===== config.mk =====
export PLATFORM = sky130hd
export DESIGN_NAME = mux4_rr_arbiter
export DESIGN_NICKNAME = d
export VERILOG_FILES = /design/src/rtl/mux4_rr_arbiter.sv
export SDC_FILE = /design/constraint.sdc
export NUM_CORES = 1
export LEC_CHECK = 0
export BUFFER_PORTS_ARGS = -buffer_cell sky130_fd_sc_hd__clkbuf_2
export CORE_MARGIN = 2
export CORE_UTILIZATION = 47
export DETAILED_ROUTE_END_ITERATION = 8
export PLACE_DENSITY = 0.7
export SETUP_SLACK_MARGIN = 0.1
export SYNTH_ARGS = -nofsm -noshare
export SYNTH_HDL_FRONTEND = slang
export SYNTH_SLANG_ARGS = --single-unit

===== constraint.sdc =====
create_clock -name clk -period 2.75 [get_ports clk]
set_input_delay 0 -clock clk [delete_from_list [all_inputs] [get_ports clk]]
set_output_delay 0 -clock clk [all_outputs]
set_load 0.005 [all_outputs]

===== src/rtl/mux4_rr_arbiter.sv =====
// Four-source round-robin arbiter driving a 4:1 data mux.
// An owner is preempted after HOLD_CYCLES cycles if another source is waiting.
module mux4_rr_arbiter #(
  parameter int HOLD_CYCLES = 4,
  parameter int DW          = 1
) (
  input  logic          clk,
  input  logic          rst,
  input  logic [3:0]    req,
  input  logic [DW-1:0] a,
  input  logic [DW-1:0] b,
  input  logic [DW-1:0] c,
  input  logic [DW-1:0] d,
  output logic [3:0]    gnt,
  output logic          sel1,
  output logic          sel2,
  output logic          busy,
  output logic [DW-1:0] y
);

  if (HOLD_CYCLES < 1 || HOLD_CYCLES > 15) begin : g_bad_hold
    $error("HOLD_CYCLES must be in 1..15");
  end

  typedef enum logic {IDLE, BUSY} state_t;

  localparam logic [3:0] CNT_LAST = 4'(HOLD_CYCLES - 1);

  state_t     state_reg, state_next;
  logic [3:0] gnt_reg, gnt_next;
  logic [1:0] sel_reg, sel_next;
  logic [1:0] ptr_reg, ptr_next;
  logic [3:0] cnt_reg, cnt_next;
  logic       busy_reg, busy_next;

  logic [3:0] cand;
  logic [3:0] rot;
  logic [1:0] off;
  logic [1:0] pick;
  logic       found;
  logic       do_grant;

  // While busy the current owner is never a candidate, so a switch always lands elsewhere.
  assign cand = (state_reg == IDLE) ? req : (req & ~gnt_reg);

  // rot[k] is the candidate k places after ptr in search order.
  for (genvar gi = 0; gi < 4; gi++) begin : g_rot
    assign rot[gi] = cand[ptr_reg + 2'(gi)];
  end

  always_comb begin
    off = 2'd0;
    if (rot[0])      off = 2'd0;
    else if (rot[1]) off = 2'd1;
    else if (rot[2]) off = 2'd2;
    else if (rot[3]) off = 2'd3;
  end

  assign found = |rot;
  assign pick  = ptr_reg + off;

  always_comb begin
    state_next = state_reg;
    gnt_next   = gnt_reg;
    sel_next   = sel_reg;
    ptr_next   = ptr_reg;
    cnt_next   = cnt_reg;
    do_grant   = 1'b0;

    case (state_reg)
      IDLE: begin
        gnt_next = 4'b0000;
        if (found) do_grant = 1'b1;
      end
      BUSY: begin
        if ((req & gnt_reg) == 4'b0000) begin
          if (found) begin
            do_grant = 1'b1;
          end else begin
            state_next = IDLE;
            gnt_next   = 4'b0000;
            cnt_next   = 4'd0;
          end
        end else if (cnt_reg == CNT_LAST) begin
          if (found) do_grant = 1'b1;
          else       cnt_next = 4'd0;
        end else begin
          cnt_next = cnt_reg + 4'd1;
        end
      end
      default: begin
        state_next = IDLE;
        gnt_next   = 4'b0000;
      end
    endcase

    if (do_grant) begin
      state_next = BUSY;
      gnt_next   = 4'b0001 << pick;
      sel_next   = pick;
      ptr_next   = pick + 2'd1;
      cnt_next   = 4'd0;
    end

    busy_next = (state_next == BUSY);
  end

  always_ff @(posedge clk or posedge rst) begin
    if (rst) begin
      state_reg <= IDLE;
      gnt_reg   <= 4'b0000;
      sel_reg   <= 2'b00;
      ptr_reg   <= 2'b00;
      cnt_reg   <= 4'd0;
      busy_reg  <= 1'b0;
    end else begin
      state_reg <= state_next;
      gnt_reg   <= gnt_next;
      sel_reg   <= sel_next;
      ptr_reg   <= ptr_next;
      cnt_reg   <= cnt_next;
      busy_reg  <= busy_next;
    end
  end

  assign gnt  = gnt_reg;
  assign sel1 = sel_reg[0];
  assign sel2 = sel_reg[1];
  assign busy = busy_reg;

  always_comb begin
    y = '0;
    if (busy_reg) begin
      case (sel_reg)
        2'd0:    y = a;
        2'd1:    y = b;
        2'd2:    y = c;
        default: y = d;
      endcase
    end
  end

endmodule


==> results.cfg <==
[outcome]
outcome = complete, no violations

[grt]
grt_antenna_before_repair = 0
grt_max_degree = 14
globalRouteOverflowTotal = 0
gr-usage-all-layers_pct = 19.8
grt_pass1_wl_um = 3170
grt_pass1_vias = 723

[route]
finalWirelength_um = 2030
viasPerCell = 6.01
wl_per_cell_um = 14.9
drt_iter0_markers = 27
drtAntennaViolNets = 0
first_pass_iters = 4
drc = 0
via_count = 818

[cells_and_area]
synthToLayoutAreaGrowth_pct = 15.5
stdcell_count = 136
drive_gt1_share_pct = 35.1
regArea_um2 = 325
multi_input_area_um2 = 572
antenna_cells = 0
fillers = 159
design_area_mm2 = 0.00106
finalNetCount = 124

[placement]
hpwl_um = 1540
post-place-cells = 131
place_congestion = 0.851
placed_area_mm2 = 0.00102
port-buffer-count = 17

[cts]
cts_tree = done
cts_sinks = 13
cts_buffers = 3
path_clk_slew_ps = 80
clk_latency_ps = 270
htreeDepth = 1
clk_path_buf_depth = 2
ctsResizeCount = 0
cts.root.buffer_cell = clkbuf_4

[synth]
synth-simple-area-share_pct = 14.8
synthAdderAreaFrac_pct = 2.72
yosys.area.top_type = dfrtp_1
synth_compound_area_share_pct = 32.9
yosysSeqAreaShare_pct = 35.4
ys_warn_count = 0
synth_seq_cells = 13
async_reset_ff_share_pct = 100
syn-num-nets = 102
ys_top_cells_by_area = dfrtp_1, nand2_1, a21bo_2, xnor2_4, a22o_1
synth_top_family_by_area = compound AO/OA/AOI/OAI gates
yosys.area_share.xor_xnor_pct = 6.80
synth_edf_count = 0
yosysTopAreaCellShare_pct = 35.4
yosysMostFrequentCell = dfrtp_1
synth_ff_type = dfrtp_1
post_synth_instance_area_um2 = 920
synth.avg_cell_area_um2 = 10.2
synth_commonest_cells = dfrtp_1, nand2_1, o21ai_0
synth_cell_type_count = 38
muxShareOfSynthArea_pct = 4.90
syn_inst = 90

[critical_path]
path_delay_family = compound AO/OA/AOI/OAI gates
worstRegToRegCells = 9
r2r_end = ptr_reg[1]
crit_path_top_delay_cell = dfrtp_1
reg2reg_from = busy
cp-endpoint = ptr_reg[1]
slowest_delay_ps = 510
required_ps = 2950
rrSetupSlack_ps = 290
cp_max_fo = 13
arrival_ps = 2660
crit_chain = a21boi_0, nor3_1, o21ai_0, o2111ai_1, ha_1, xnor2_1, xor2_1, a21oi_1, a31oi_1
path_buf_inv = 0
cp-end-kind = flop
criticalPathCategory = flop to flop
crit_start = busy
cp_num_cells = 9
cp-start-kind = flop

[timing]
setup_viol = 0
finalClockSkew_ps = 3.08
fin_crit_ps = 2460
finalCritPeriodShare_pct = 89.3
rsz0062_at_grt = false
fin_tns_setup_ps = 0
hold_viol = 0
max_freq_mhz = 407
finalMaxSlewViolations = 0
slew_headroom_pct = 66.2
worstMarginPinSlew_ps = 506
worst_hold_slack_ps = 117

[floorplanning]
rows = 15
die_w_um = 48.2
dieArea_mm2 = 0.00233
start_util_pct = 51.6
fp.coreArea_mm2 = 0.00178
ios = 18
die_h_um = 48.2

[power]
vdd_ir_drop_max_mv = 0.732
powerDensity_mw_per_mm2 = 1200
leakage_nw = 0.483

[min_path]
hp-start = req[0]
hold_class = input port to flop

[job]
drv_cap = 0
==> power breakdown <==
part	leakage (nW)	internal (W)	switching, W	total (W)
Clock	0.0177	0.0000539	0.0000614	0.000115
Sequential	0.162	0.000266	0.0000996	0.000366
Combinational	0.303	0.000393	0.000396	0.000789
==> worst min-delay path, stage by stage <==
cell and delay, ps:
clkbuf_2 100, a22o_1 150, nor2_1 50, nand2_1 50
==> logic make-up after synthesis <==
family                   count (synthesis)
AO/OA/AOI/OAI                           36
XOR/XNOR                                 5
adder cells (fa/ha/maj)                  2
buffers and inverters                    4
flip-flops                              13
multiplexers                             3
AND/OR/NAND/NOR                         27
==> worst min path at each step <==
stage / to / depth (start not counted)
floorplan: busy / 1
global placement: cnt_reg[0] / 2
detailed placement: cnt_reg[1] / 2
CTS: busy / 4
global route: busy / 4
finish: busy / 4
==> repair_timing <==
action,CTS,global route
endpoints found under the hold margin,13,0
setup buffers,0,0
hold buffers,1,0
==> routing by layer <==
layer  wire length [µm]  vias up  GRT usage, %
met5                  0        -             0
met4                  6        0          3.24
met3                109        2          4.44
met2                997       30          32.9
met1                918      402          26.7
li1                   -      384             -
==> cell type report <==
cell class              count  area share, %
multi-input cells          73           53.8
flip-flops and latches     13           30.6
repair buffers             18           8.95
well taps                  25           2.94
clock buffers               3           2.12
inverters                   3           1.06
clock inverters             1          0.471
==> cell usage in the layout, fill, tap and decap left out, types with 3 or more instances in the layout <==
cell type / instances
inv_1: 3
o2111ai_1: 3
nand2_1: 10
dfrtp_1: 13
o21ai_1: 3
clkbuf_4: 3
a21bo_2: 3
o21ai_0: 5
clkbuf_2: 17
a22o_1: 3
nor2_2: 3
nor3_1: 4
==> per-stage QoR <==
stage	total power [W]	utilization (%)	setup WS, ps
3_5_place_dp	0.00115	57.5	338
6_report	0.00127	59.6	295
4_1_cts	0.00128	59.6	320
2_1_floorplan	0.000985	-	532
3_3_place_gp	0.00113	57.5	402
5_1_grt	0.00137	59.6	174
Note: power is estimated with default switching activity, not from simulation.
